$ cat config.mk
export PLATFORM = sky130hd
export DESIGN_NAME = y_packer
export DESIGN_NICKNAME = d
export VERILOG_FILES = /design/src/rtl/y_packer.sv
export SDC_FILE = /design/constraint.sdc
export NUM_CORES = 1
export LEC_CHECK = 0
export BUFFER_PORTS_ARGS = -buffer_cell sky130_fd_sc_hd__buf_2
export CAP_MARGIN = 15
export CORE_MARGIN = 2
export CORE_UTILIZATION = 25
export CTS_BUF_LIST = sky130_fd_sc_hd__clkbuf_4
export CTS_CLUSTER_DIAMETER = 120
export DETAILED_ROUTE_END_ITERATION = 8
export PLACE_DENSITY = 0.44
export SYNTH_ARGS = -nofsm -noshare
export SYNTH_HDL_FRONTEND = slang
export SYNTH_SLANG_ARGS = --single-unit
$ cat constraint.sdc
create_clock -name clk -period 3.7 [get_ports clk]
set_input_delay 0.37 -clock clk [delete_from_list [all_inputs] [get_ports clk]]
set_output_delay 0.37 -clock clk [all_outputs]
set_load 0.02 [all_outputs]
$ cat src/rtl/y_packer.sv
// y_packer: gathers 4-bit nibbles from the upstream xpto stage into 16-bit words
// (first nibble in w[3:0]) and buffers completed words in a small FIFO with a
// valid/ready output handshake.
//
// Configuration macro: Y_PACKER_SUM_EN
//   defined   - each word carries the 6-bit sum of its nibbles, driven on w_sum.
//   undefined - no sum logic or storage; w_sum is tied to 0.
//
// Ports:
//   clk        in   single clock, rising edge
//   rst        in   synchronous active-high reset
//   y[3:0]     in   nibble from upstream
//   y_is_valid in   y valid this cycle, accepted unconditionally
//   w[15:0]    out  packed word at FIFO head (0 while FIFO empty)
//   w_sum[5:0] out  sum of the four nibbles of w
//   w_valid    out  FIFO non-empty
//   w_ready    in   downstream accepts; transfer on w_valid && w_ready
//   overflow   out  sticky: a completed word was dropped (cleared only by rst)
//
// FIFO_DEPTH must be a power of two >= 2 so the pointers wrap naturally.

module y_packer #(
  parameter int unsigned FIFO_DEPTH = 2
) (
  input  logic        clk,
  input  logic        rst,
  input  logic [3:0]  y,
  input  logic        y_is_valid,
  output logic [15:0] w,
  output logic [5:0]  w_sum,
  output logic        w_valid,
  input  logic        w_ready,
  output logic        overflow
);

  localparam int unsigned AW = (FIFO_DEPTH > 2) ? $clog2(FIFO_DEPTH) : 1;
  localparam int unsigned CW = AW + 1;
  localparam logic [CW-1:0] FullCnt = CW'(FIFO_DEPTH);
  localparam logic [AW-1:0] PtrOne  = AW'(1);
  localparam logic [CW-1:0] CntOne  = CW'(1);

  // ---------------------------------------------------------------------------
  // Nibble collector
  // ---------------------------------------------------------------------------
  typedef enum logic [1:0] {StC0, StC1, StC2, StC3} col_state_e;

  col_state_e  state_q, state_d;
  // Only the first three nibbles need storage: the fourth arrives together with
  // the push and is taken straight from y.
  logic [11:0] nib_q, nib_d;
  logic        word_done;
  logic [15:0] new_word;

  always_ff @(posedge clk) begin
    if (rst) begin
      state_q <= StC0;
      nib_q   <= '0;
    end else begin
      state_q <= state_d;
      nib_q   <= nib_d;
    end
  end

  always_comb begin
    state_d   = state_q;
    nib_d     = nib_q;
    word_done = 1'b0;
    if (y_is_valid) begin
      unique case (state_q)
        StC0: begin
          nib_d[3:0] = y;
          state_d    = StC1;
        end
        StC1: begin
          nib_d[7:4] = y;
          state_d    = StC2;
        end
        StC2: begin
          nib_d[11:8] = y;
          state_d     = StC3;
        end
        StC3: begin
          word_done = 1'b1;
          state_d   = StC0;
        end
        default: state_d = StC0;
      endcase
    end
  end

  assign new_word = {y, nib_q};

  // ---------------------------------------------------------------------------
  // Output FIFO
  // ---------------------------------------------------------------------------
  logic [15:0]   word_mem [FIFO_DEPTH];
  logic [AW-1:0] wr_ptr_q, wr_ptr_d;
  logic [AW-1:0] rd_ptr_q, rd_ptr_d;
  logic [CW-1:0] count_q, count_d;
  logic          overflow_q, overflow_d;
  logic          fifo_full, fifo_empty;
  logic          pop, push_ok;

  assign fifo_full  = (count_q == FullCnt);
  assign fifo_empty = (count_q == '0);
  assign pop        = !fifo_empty && w_ready;
  // A full FIFO still takes the word when the head leaves in the same cycle.
  assign push_ok    = word_done && (!fifo_full || pop);

  always_comb begin
    wr_ptr_d   = wr_ptr_q;
    rd_ptr_d   = rd_ptr_q;
    count_d    = count_q;
    overflow_d = overflow_q;
    if (push_ok) begin
      wr_ptr_d = wr_ptr_q + PtrOne;
    end
    if (pop) begin
      rd_ptr_d = rd_ptr_q + PtrOne;
    end
    unique case ({push_ok, pop})
      2'b10:   count_d = count_q + CntOne;
      2'b01:   count_d = count_q - CntOne;
      default: count_d = count_q;
    endcase
    if (word_done && !push_ok) begin
      overflow_d = 1'b1;
    end
  end

  always_ff @(posedge clk) begin
    if (rst) begin
      wr_ptr_q   <= '0;
      rd_ptr_q   <= '0;
      count_q    <= '0;
      overflow_q <= 1'b0;
    end else begin
      wr_ptr_q   <= wr_ptr_d;
      rd_ptr_q   <= rd_ptr_d;
      count_q    <= count_d;
      overflow_q <= overflow_d;
    end
  end

  // Storage is not reset; the output mux hides stale entries while empty.
  always_ff @(posedge clk) begin
    if (!rst && push_ok) begin
      word_mem[wr_ptr_q] <= new_word;
    end
  end

  assign w_valid  = !fifo_empty;
  assign w        = fifo_empty ? 16'h0000 : word_mem[rd_ptr_q];
  assign overflow = overflow_q;

  // ---------------------------------------------------------------------------
  // Optional per-word nibble sum
  // ---------------------------------------------------------------------------
`ifdef Y_PACKER_SUM_EN
  logic [5:0] sum_mem [FIFO_DEPTH];
  logic [5:0] new_sum;

  assign new_sum = {2'b00, nib_q[3:0]} + {2'b00, nib_q[7:4]} +
                   {2'b00, nib_q[11:8]} + {2'b00, y};

  always_ff @(posedge clk) begin
    if (!rst && push_ok) begin
      sum_mem[wr_ptr_q] <= new_sum;
    end
  end

  assign w_sum = fifo_empty ? 6'd0 : sum_mem[rd_ptr_q];
`else
  assign w_sum = 6'd0;
`endif

endmodule

==> run_results.csv <==
group,metric,value,unit
placement,pre_cts_ws,1.731,ns
worst_setup_path,worst-path-buf-inv,1,
pwr,p_sw_frac,0.2176,
detailed_routing,routed-via-count,1322,
worst_setup_path,crit_slowest_cell,"dfxtp_1",
yosys,async_flop_share,0,
placement,place_area,2338,sq um
yosys,netlist_top_cells_area,"edfxtp_1 (45%), dfxtp_1 (19%), mux2i_1 (8.4%), nor2_1 (3.7%), a21oi_1 (3.5%)",
status,status,"complete, no violations",
worst_setup_path,endpoint_kind,"output pin",
final_layout,multiInputGateArea,690.7,sq um
final_layout,layout.nets,211,
yosys,synth_most_common_cell,"edfxtp_1",
run,cap_violations,0,
floorplan,start_util,0.2585,
sta,rsz0062_at_grt,"no",
worst_setup_path,r2r_slack,2.00,ns
cts,post-cts-setup-buffers,0,
cts,ctsResizeCount,0,
sta,tightestPinTransition,0.9879,ns
yosys,synth_area,2135,sq um
cts,cts_buffers,5,
cts,clk_pin_slew,0.14,ns
grt,grt_pass1_wl,6.506,mm
sta,max_slew_margin,0.3405,
pwr,p_leak,0.8491,nW
sta,drv_slew,0,
cts,ctsHoldBuffers,0,
worst_setup_path,rr_endpoint,"word_mem[1][7]$_DFFE_PP_",
final_layout,drive_above_1_share,0.1950,
grt,grt_pass1_vias,1283,
detailed_routing,drt-total-wl,4.047,mm
yosys,yosys_warnings,0,
floorplan,io_pins,32,
floorplan,die-area,9293,sq um
grt,grt_max_degree,23,
yosys,synth_seq_area_share,0.6377,
cts,clock_path_buffers,2,
yosys,syn_avg_cell_area,12.20,sq um
placement,gp_congestion,0.6660,
floorplan,core_area,8258,sq um
final_layout,postLayoutCellArea,2414,sq um
detailed_routing,first_pass_iters,4,
sta,hold_violations,0,
pwr,pwr-share-comb,0.058,
cts,h-tree-depth,2,
pwr,clockPowerShare,0.309,
worst_setup_path,ff2ff_path_depth,4,
final_layout,fill_cells,880,
final_layout,regArea,1361,sq um
pwr,seqPwrFrac,0.633,
sta,timing.final.crit_share,0.6180,
worst_setup_path,cp_max_fo,16,
worst_setup_path,r2r_start,"state_q[0]$_SDFFE_PP0P_",
cts,cts-root-buf,"clkbuf_4",
grt,use_met3,0.02715,
sta,fin_ws,1.413,ns
grt,track_usage,0.09489,
grt,antenna_found_initial,0,
floorplan,row_count,33,
worst_setup_path,critPathKind,"reg -> out",
pwr,peakVddDrop,0.0001460,V
sta,fin_skew,0.007575,ns
detailed_routing,vias_per_cell,4.334,
placement,place_hpwl,2.684,mm
final_layout,syn_to_final_growth,13.07,%
worst_hold_path,holdPathStages,1,
cts,cts_tree,"built",
grt,gr-usage-met1,0.1190,
pwr,p_int,778.9,uW
worst_setup_path,crit_required,3.33,ns
detailed_routing,drt_iter0_drc,90,
detailed_routing,drc,0,
sta,clock.fmax,437.3,MHz
yosys,ys_types,29,
worst_setup_path,worstPathArrival,1.92,ns
detailed_routing,wire_per_inst,13.27,um
worst_hold_path,worstHoldStart,"y[1]",
grt,top_usage_layer,"met2",
yosys,ys_ff_latch,52,
placement,io_buffers,25,
worst_setup_path,path_cells,"mux2i_1 > nor2_1 > buf_2",
yosys,synth_top_area_share,0.4502,
worst_hold_path,min_to,"word_mem[1][13]$_DFFE_PP_",
yosys,synth_flop_cell,"edfxtp_1",
worst_hold_path,min_path_type,"in -> reg",
sta,setup_viol,0,
sta,period_minus_slack,2.287,ns
detailed_routing,ant_nets,0,
worst_setup_path,max_stage_delay,1.00,ns
yosys,synthCells,175,
worst_setup_path,start_kind,"register",
pwr,power_density,412.5,nW/um^2
final_layout,antenna_cells,0,
yosys,synth_enable_flop_cells,32,
grt,met2_usage,0.1574,
pwr,switchingPower,216.6,uW
worst_setup_path,cp_top_family,"flip-flops",
floorplan,dieHeight,96.40,um
grt,overflow,0,
yosys,synthTopCellsByCount,"edfxtp_1 (32), nor2_1 (21), dfxtp_1 (20), mux2i_1 (18), nand2_1 (17)",
cts,insertion_delay,0.36,ns
yosys,synth_area_leader_cell,"edfxtp_1",
sta,fin_setup_tns,0,ns
floorplan,die_w,96.40,um
cts,clock-sinks,52,
==> metal layers <==
metal,routed length [um],part of all wire
met5,0,0
met4,57,0.014
met3,205,0.051
met2,1911,0.47
met1,1872,0.46
==> flip-flops by register name (all words and copies together), names as in the netlist, named ones only <==
signal and cells:
rd_ptr_q 1, wr_ptr_q 1, nib_q 12, overflow 1
state_q 2, count_q 2, word_mem 32
==> worst max path at each step <==
stage | startpoint | endpoint | slack [ns] | depth (start not counted)
floorplan | state_q[0]$_SDFFE_PP0P_ | word_mem[1][0]$_DFFE_PP_ | 0.80 | 3
global placement | register | w[0] | 1.74 | 3
detailed placement | register | w[0] | 1.73 | 3
CTS | register | w[0] | 1.30 | 3
global route | register | w[6] | 1.22 | 3
finish | register | w[3] | 1.41 | 3
==> cell type report <==
cell class	count	share of cell area
sequential	52	0.5640
multi-input combinational	109	0.2862
timing repair buffer	27	0.05806
tap	105	0.05443
clock buffer	5	0.01555
clock inverter	3	0.01555
inverter	4	0.006221
==> per-stage QoR <==
step,utilization,hold slack (ns),std cells,total power [mW]
2_1_floorplan,-,0.4254,180,0.6871
3_3_place_gp,0.2832,0.4372,297,0.7021
3_5_place_dp,0.2832,0.4441,297,0.7020
4_1_cts,0.2923,0.2505,305,1.010
5_1_grt,0.2923,0.2321,305,1.038
6_report,0.2923,0.2706,305,0.9955
==> power by group through the flow <==
stage | Clock (mW) | Combinational, mW | Sequential (mW)
global route | 0.340 | 0.0662 | 0.632
finish | 0.308 | 0.0574 | 0.630
floorplan | 0 | 0.0467 | 0.640
global placement | 0 | 0.0588 | 0.643
CTS | 0.321 | 0.0584 | 0.631
detailed placement | 0 | 0.0583 | 0.644
==> worst reg2reg max path, delay by kind of cell, from the launching register on <==
family                   cells  cell delay (ns)
adder cells (fa/ha/maj)      1             0.25
buffers and inverters        1             0.31
flip-flops                   1             0.40
AND/OR/NAND/NOR              2             0.43
==> layout by cell type (no fill, tap or decap), drive strengths merged <==
| cell type | instances |
|---|---|
| edfxtp | 32 |
| buf | 27 |
| nor2 | 22 |
| dfxtp | 20 |
| mux2i | 18 |
| nand2 | 17 |
| a21oi | 15 |
| nand3 | 12 |
| conb | 6 |
| clkbuf | 5 |
| inv | 4 |
| ha | 4 |
| o21ai | 2 |
| clkinv | 2 |
| nor3b | 2 |
| nor4b | 1 |
| nor4 | 1 |
| xor2 | 1 |
| a21bo | 1 |
| nand3b | 1 |
| a2111oi | 1 |
| a41o | 1 |
| a211oi | 1 |
| or3 | 1 |
| nor3 | 1 |
| o21a | 1 |
| bufinv | 1 |
==> logic make-up (layout without fill, tap and decap cells) <==
kind of cell    Yosys count  after routing  share of synthesized area
fa+ha+maj                 4              4                    0.02345
mux                      18             18                    0.08441
buf+inv                  19             39                    0.05334
other cells               1              6                   0.001757
simple gates             58             58                     0.1231
flops                    52             52                     0.6377
compound gates           22             22                    0.07210
xor+xnor                  1              1                   0.004104
No activity file was read; power rests on OpenSTA's default activity.
